File: config.mk
export PLATFORM = sky130hd
export DESIGN_NAME = guess_scheduler
export DESIGN_NICKNAME = d
export VERILOG_FILES = /design/src/rtl/guess_scheduler.sv
export SDC_FILE = /design/constraint.sdc
export NUM_CORES = 1
export LEC_CHECK = 0
export CORE_MARGIN = 4
export CORE_UTILIZATION = 53
export CTS_BUF_LIST = sky130_fd_sc_hd__clkbuf_8 sky130_fd_sc_hd__clkbuf_16
export DETAILED_ROUTE_END_ITERATION = 16
export PLACE_DENSITY = 0.76
export SLEW_MARGIN = 5
export SYNTH_ARGS = -nofsm -noshare
export SYNTH_HDL_FRONTEND = slang
export SYNTH_SLANG_ARGS = --single-unit
File: constraint.sdc
create_clock -name clk -period 8 [get_ports clk]
set_clock_uncertainty 0.15 [all_clocks]
set_input_delay 1.6 -clock clk [delete_from_list [all_inputs] [get_ports clk]]
set_output_delay 1.6 -clock clk [all_outputs]
set_load 0.03 [all_outputs]
File: src/rtl/guess_scheduler.sv
// Two-player letter-guess scheduler: round-robin arbitration, guess validation,
// engine handshake with watchdog, and reveal/mistake bookkeeping.
module guess_scheduler #(
  parameter int MAX_MISS = 6,
  parameter int WD_LIMIT = 255
) (
  input  logic       clk,
  input  logic       rst,
  input  logic       new_game,
  input  logic [1:0] req,
  input  logic [7:0] guess0,
  input  logic [7:0] guess1,
  output logic [1:0] gnt,
  output logic       reject,
  output logic       eng_start,
  output logic [7:0] eng_guess,
  input  logic       eng_done,
  input  logic [4:0] eng_hit,
  output logic [4:0] revealed,
  output logic [2:0] miss_cnt,
  output logic       hit_p,
  output logic       miss_p,
  output logic       eng_err,
  output logic       turn,
  output logic       game_over,
  output logic       win
);

  typedef enum logic [2:0] {
    IDLE   = 3'd0,
    ARB    = 3'd1,
    ISSUE  = 3'd2,
    WAIT   = 3'd3,
    UPDATE = 3'd4,
    OVER   = 3'd5
  } state_t;

  localparam logic [2:0] MISS_LIMIT = 3'(MAX_MISS);
  localparam logic [7:0] WD_LAST    = 8'(WD_LIMIT - 1);

  // One-hot bitmap position of an uppercase letter (caller guarantees legality)
  function automatic logic [25:0] letter_mask(input logic [7:0] g);
    logic [7:0] off;
    off = g - 8'h41;
    return 26'd1 << off[4:0];
  endfunction

  function automatic logic letter_legal(input logic [7:0] g);
    return (g >= 8'h41) && (g <= 8'h5A);
  endfunction

  state_t      state_q, state_d;
  logic [1:0]  gnt_q, gnt_d;
  logic        reject_q, reject_d;
  logic        eng_start_q, eng_start_d;
  logic [7:0]  guess_q, guess_d;
  logic [4:0]  hit_q, hit_d;
  logic [4:0]  revealed_q, revealed_d;
  logic [2:0]  miss_cnt_q, miss_cnt_d;
  logic        hit_p_q, hit_p_d;
  logic        miss_p_q, miss_p_d;
  logic        eng_err_q, eng_err_d;
  logic        turn_q, turn_d;
  logic        game_over_q, game_over_d;
  logic        win_q, win_d;
  logic [25:0] bitmap_q, bitmap_d;
  logic [7:0]  wd_q, wd_d;
  logic        pick_s;
  logic [4:0]  rev_next_s;

  // Next-state and registered-output logic
  always_comb begin
    state_d     = state_q;
    gnt_d       = 2'b00;
    reject_d    = 1'b0;
    eng_start_d = 1'b0;
    hit_p_d     = 1'b0;
    miss_p_d    = 1'b0;
    eng_err_d   = 1'b0;
    guess_d     = guess_q;
    hit_d       = hit_q;
    revealed_d  = revealed_q;
    miss_cnt_d  = miss_cnt_q;
    turn_d      = turn_q;
    game_over_d = game_over_q;
    win_d       = win_q;
    bitmap_d    = bitmap_q;
    wd_d        = wd_q;
    pick_s      = 1'b0;
    rev_next_s  = revealed_q | hit_q;

    case (state_q)
      IDLE, OVER: begin
        if (new_game) begin
          state_d     = ARB;
          revealed_d  = 5'd0;
          miss_cnt_d  = 3'd0;
          bitmap_d    = 26'd0;
          game_over_d = 1'b0;
          win_d       = 1'b0;
          turn_d      = 1'b1;
        end else begin
          state_d = state_q;
        end
      end
      ARB: begin
        // A non-zero gnt_q marks the validation cycle of the guess just granted
        if (gnt_q != 2'b00) begin
          if (!letter_legal(guess_q) || ((bitmap_q & letter_mask(guess_q)) != 26'd0)) begin
            reject_d = 1'b1;
          end else begin
            bitmap_d    = bitmap_q | letter_mask(guess_q);
            eng_start_d = 1'b1;
            state_d     = ISSUE;
          end
        end else if (req != 2'b00) begin
          pick_s  = (req == 2'b11) ? ~turn_q : req[1];
          gnt_d   = pick_s ? 2'b10 : 2'b01;
          guess_d = pick_s ? guess1 : guess0;
          turn_d  = pick_s;
        end else begin
          state_d = ARB;
        end
      end
      ISSUE: begin
        wd_d    = 8'd0;
        state_d = WAIT;
      end
      WAIT: begin
        if (eng_done) begin
          hit_d   = eng_hit;
          state_d = UPDATE;
        end else if (wd_q == WD_LAST) begin
          eng_err_d = 1'b1;
          bitmap_d  = bitmap_q & ~letter_mask(guess_q);
          state_d   = ARB;
        end else begin
          wd_d = wd_q + 8'd1;
        end
      end
      UPDATE: begin
        revealed_d = rev_next_s;
        if (hit_q != 5'd0) begin
          hit_p_d = 1'b1;
        end else begin
          miss_p_d   = 1'b1;
          miss_cnt_d = miss_cnt_q + 3'd1;
        end
        if (rev_next_s == 5'b11111) begin
          win_d       = 1'b1;
          game_over_d = 1'b1;
          state_d     = OVER;
        end else if (miss_cnt_d == MISS_LIMIT) begin
          game_over_d = 1'b1;
          state_d     = OVER;
        end else begin
          state_d = ARB;
        end
      end
      default: begin
        state_d = IDLE;
      end
    endcase
  end

  // State and output registers with synchronous reset
  always_ff @(posedge clk) begin
    if (rst) begin
      state_q     <= IDLE;
      gnt_q       <= 2'b00;
      reject_q    <= 1'b0;
      eng_start_q <= 1'b0;
      guess_q     <= 8'd0;
      hit_q       <= 5'd0;
      revealed_q  <= 5'd0;
      miss_cnt_q  <= 3'd0;
      hit_p_q     <= 1'b0;
      miss_p_q    <= 1'b0;
      eng_err_q   <= 1'b0;
      turn_q      <= 1'b1;
      game_over_q <= 1'b0;
      win_q       <= 1'b0;
      bitmap_q    <= 26'd0;
      wd_q        <= 8'd0;
    end else begin
      state_q     <= state_d;
      gnt_q       <= gnt_d;
      reject_q    <= reject_d;
      eng_start_q <= eng_start_d;
      guess_q     <= guess_d;
      hit_q       <= hit_d;
      revealed_q  <= revealed_d;
      miss_cnt_q  <= miss_cnt_d;
      hit_p_q     <= hit_p_d;
      miss_p_q    <= miss_p_d;
      eng_err_q   <= eng_err_d;
      turn_q      <= turn_d;
      game_over_q <= game_over_d;
      win_q       <= win_d;
      bitmap_q    <= bitmap_d;
      wd_q        <= wd_d;
    end
  end

  assign gnt       = gnt_q;
  assign reject    = reject_q;
  assign eng_start = eng_start_q;
  assign eng_guess = guess_q;
  assign revealed  = revealed_q;
  assign miss_cnt  = miss_cnt_q;
  assign hit_p     = hit_p_q;
  assign miss_p    = miss_p_q;
  assign eng_err   = eng_err_q;
  assign turn      = turn_q;
  assign game_over = game_over_q;
  assign win       = win_q;

endmodule

==> impl_metrics.csv <==
group,metric,value,unit
worst_setup_path,r2r-end,"bitmap_q[20]",
timing,fmax,253,MHz
logic_synthesis,ys_warn_count,0,
logic_synthesis,synth_seq_cells,68,
die,die_h,90.7,um
clock_network,ctsResizeCount,0,
finish,fillCellCount,575,
logic_synthesis,yosysSeqAreaShare,37.5,%
global_routing,grt_usage,22.6,%
clock_network,cts_buffer_depth,2,
timing,final.setup.tns,0,ps
worst_setup_path,end_kind,"register",
detailed_routing,route.met2.wl,4300,um
status,status,"completed",
worst_setup_path,path_buf_inv,0,
die,rows,29,
logic_synthesis,synth_cell_types,60,
timing,max_slew.worst_pin.slew,1150,ps
clock_network,hold_buffers,0,
detailed_routing,drc_errors,0,
job,maxCapViolations,0,
die,core_area,0.00649,mm2
logic_synthesis,synth.avg_cell_area,7.80,um2
clock_network,cts.htree.levels,3,
worst_setup_path,rrSetupSlack,4050,ps
detailed_routing,wl_per_cell,15.6,um
place,numPortBuffers,52,
timing,relSlewSlack,23.2,%
timing,hold_viol_final,0,
detailed_routing,routed_via_density,5.91,
worst_setup_path,crit_path_top_delay_cell,"or4_1",
logic_synthesis,syn_inst,465,
worst_setup_path,crit_family,"simple AND/OR/NAND/NOR gates",
detailed_routing,drt_pass1_iterations,4,
global_routing,grt_overflow,0,
worst_setup_path,crit_fanout,27,
worst_setup_path,startpoint_type,"register",
pwr,power_density,274,mW/mm2
detailed_routing,top_layer,"met4",
finish,fin_nets,526,
pwr,peakVddDrop,155,uV
finish,syn2layout_area_growth,17.9,%
logic_synthesis,synthTopCellsByArea,"dfxtp_1 (38%), a21oi_1 (7.2%), nand2_1 (5.4%), nor2b_1 (5.0%), o21ai_0 (5.0%)",
worst_setup_path,cp.arrival,4050,ps
logic_synthesis,synth_top_cell_by_area,"dfxtp_1",
detailed_routing,drt-met1-wl,4070,um
worst_setup_path,r2r_cells,8,
clock_network,clockRootBuffer,"clkbuf_8",
logic_synthesis,async_reset_ff_share,0,%
worst_setup_path,critical_path_class,"register to register",
timing,rsz0062_at_grt,"no",
clock_network,cts_buffers,9,
global_routing,grt_first_pass_wirelength,15600,um
pwr,leakage,0.00148,uW
pwr,total_power,1170,uW
detailed_routing,drt_wl_total,8990,um
clock_network,cts_tree,"yes",
clock_network,post_cts_buffers,0,
worst_setup_path,required,8100,ps
logic_synthesis,synth_edf_count,0,
logic_synthesis,synth.net_count,497,
detailed_routing,vias,3397,
detailed_routing,route.met3.wl,464,um
clock_network,cts.sinks,68,
timing,final_max_slew_viol_count,0,
place,hpwl,6050,um
hold_path,worstHoldPathCells,2,
detailed_routing,postRouteAntennaNets,0,
die,die_width,90.7,um
timing,period_needed,3950,ps
detailed_routing,drtIter0Drc,194,
timing,setup_viol,0,
die,die-area,0.00823,mm2
hold_path,whs_endpoint,"game_over",
hold_path,min_from,"game_over",
die,io-pin-count,53,
global_routing,grt_max_degree,58,
worst_setup_path,r2r-start,"eng_guess[0]",
timing,post-route-period-util,49.3,%
global_routing,antenna_found_initial,0,
clock_network,clk_latency,340,ps
logic_synthesis,ys.flop_type,"dfxtp_1",
global_routing,grt_pass1_vias,3200,
logic_synthesis,syn_area,0.00363,mm2
clock_network,clkTransAtPathRegs,70,ps
hold_path,holdCritPathClass,"register to register",
finish,antenna_cells_inserted,0,
worst_setup_path,slowest_delay,1010,ps
finish,drive_above_1_share,6.22,%
place,place_congestion,0.880,
die,initial_core_util,55.8,%
worst_setup_path,crit_chain,"nor2_1 -> ha_1 -> and3_1 -> a22o_1 -> a221oi_1 -> nand4b_1 -> or4_1 -> o21ai_0",
logic_synthesis,yosysTopAreaCellShare,37.5,%
cell families (layout without fill, tap and decap cells):
| group | count (synthesis) | in the layout | synth area share (%) |
|---|---|---|---|
| AND/OR/NAND/NOR | 183 | 183 | 26.3 |
| multiplexers | 11 | 11 | 3.45 |
| buffers and inverters | 45 | 78 | 5.35 |
| AO/OA/AOI/OAI | 147 | 147 | 24.2 |
| XOR/XNOR | 6 | 6 | 1.45 |
| adder cells (fa/ha/maj) | 5 | 5 | 1.73 |
| flip-flops | 68 | 68 | 37.5 |
where the power goes:
part	switching, uW	leakage, uW	internal, uW
combinational	316	0.000828	178
clock	122	0.0000976	124
sequential	63.3	0.000550	368
total	501	0.00148	670
flip-flops by register name, indices dropped and copies added (netlist names):
signal,cells
gnt,2
state_q,3
miss_p,1
reject,1
revealed,5
hit_p,1
miss_cnt,3
win,1
eng_start,1
wd_q,8
hit_q,5
game_over,1
turn,1
eng_err,1
eng_guess,8
bitmap_q,26
synth_stat cells (5+ instances only):
master / n
dfxtp_1: 68
nand2b_1: 6
o21ai_0: 36
a211oi_1: 11
nor2b_1: 29
ha_1: 5
mux2i_1: 8
a21oi_1: 52
o21ai_1: 17
nand2_1: 52
nor3_1: 12
nand3b_1: 6
clkbuf_1: 26
nor2_1: 37
buf_1: 6
inv_1: 8
layout make-up:
type / instances / area, um2 / area share, %
clock buffer: 11 / 151 / 3.54
clock inverter: 4 / 17.5 / 0.410
inverter: 8 / 30.0 / 0.702
multi-input combinational: 352 / 2080 / 48.7
sequential: 68 / 1360 / 31.8
tap: 77 / 96.3 / 2.25
timing repair buffer: 55 / 538 / 12.6
routing by layer:
metal	vias to the layer above	GRT usage [%]
met3	16	6.00
met4	0	5.74
met5	-	0
li1	1706	-
met2	91	37.4
met1	1584	29.3
worst max path at each step:
stage,slack [ps],to,cells past startpoint,start
floorplan,4430,bitmap_q[3],12,eng_guess[1]
global placement,4030,bitmap_q[3],5,eng_done
detailed placement,3960,bitmap_q[23],5,eng_done
CTS,4080,bitmap_q[23],8,eng_guess[0]
global route,3790,bitmap_q[16],8,eng_guess[0]
finish,4050,bitmap_q[20],8,eng_guess[0]
through the flow:
stage	instances	hold WS, ps	worst slack, ps	utilization, %	instance area [um2]
floorplan	465	302	4430	-	3630
CTS	575	326	4080	65.8	4280
global route	575	356	3790	65.8	4280
detailed placement	560	315	3960	63.2	4110
finish	575	328	4050	65.8	4280
global placement	560	306	4030	63.2	4110
tightest hold or removal path, delay by kind of cell (launching register included):
family,cells,cell delay (ps)
simple gates,1,70
flops,1,330
compound gates,1,40
placed cells by master (no fill, tap or decap), types with 4 or more instances in the layout:
cell | Yosys | final
nor3b_1 | 4 | 4
clkbuf_8 | 0 | 11
a211oi_1 | 11 | 11
nand2_1 | 52 | 52
nor4_1 | 4 | 4
and2_1 | 4 | 4
dfxtp_1 | 68 | 68
o21ai_0 | 36 | 36
nor3_1 | 12 | 12
nor2b_1 | 29 | 29
o21ai_1 | 17 | 16
nand2b_1 | 6 | 6
clkdlybuf4s50_1 | 0 | 51
and3b_1 | 4 | 4
mux2i_1 | 8 | 8
nor2_1 | 37 | 37
a21oi_1 | 52 | 52
xor2_1 | 4 | 4
inv_1 | 8 | 10
ha_1 | 5 | 5
nand3b_1 | 6 | 6
Note: power is estimated with default switching activity, not from simulation.
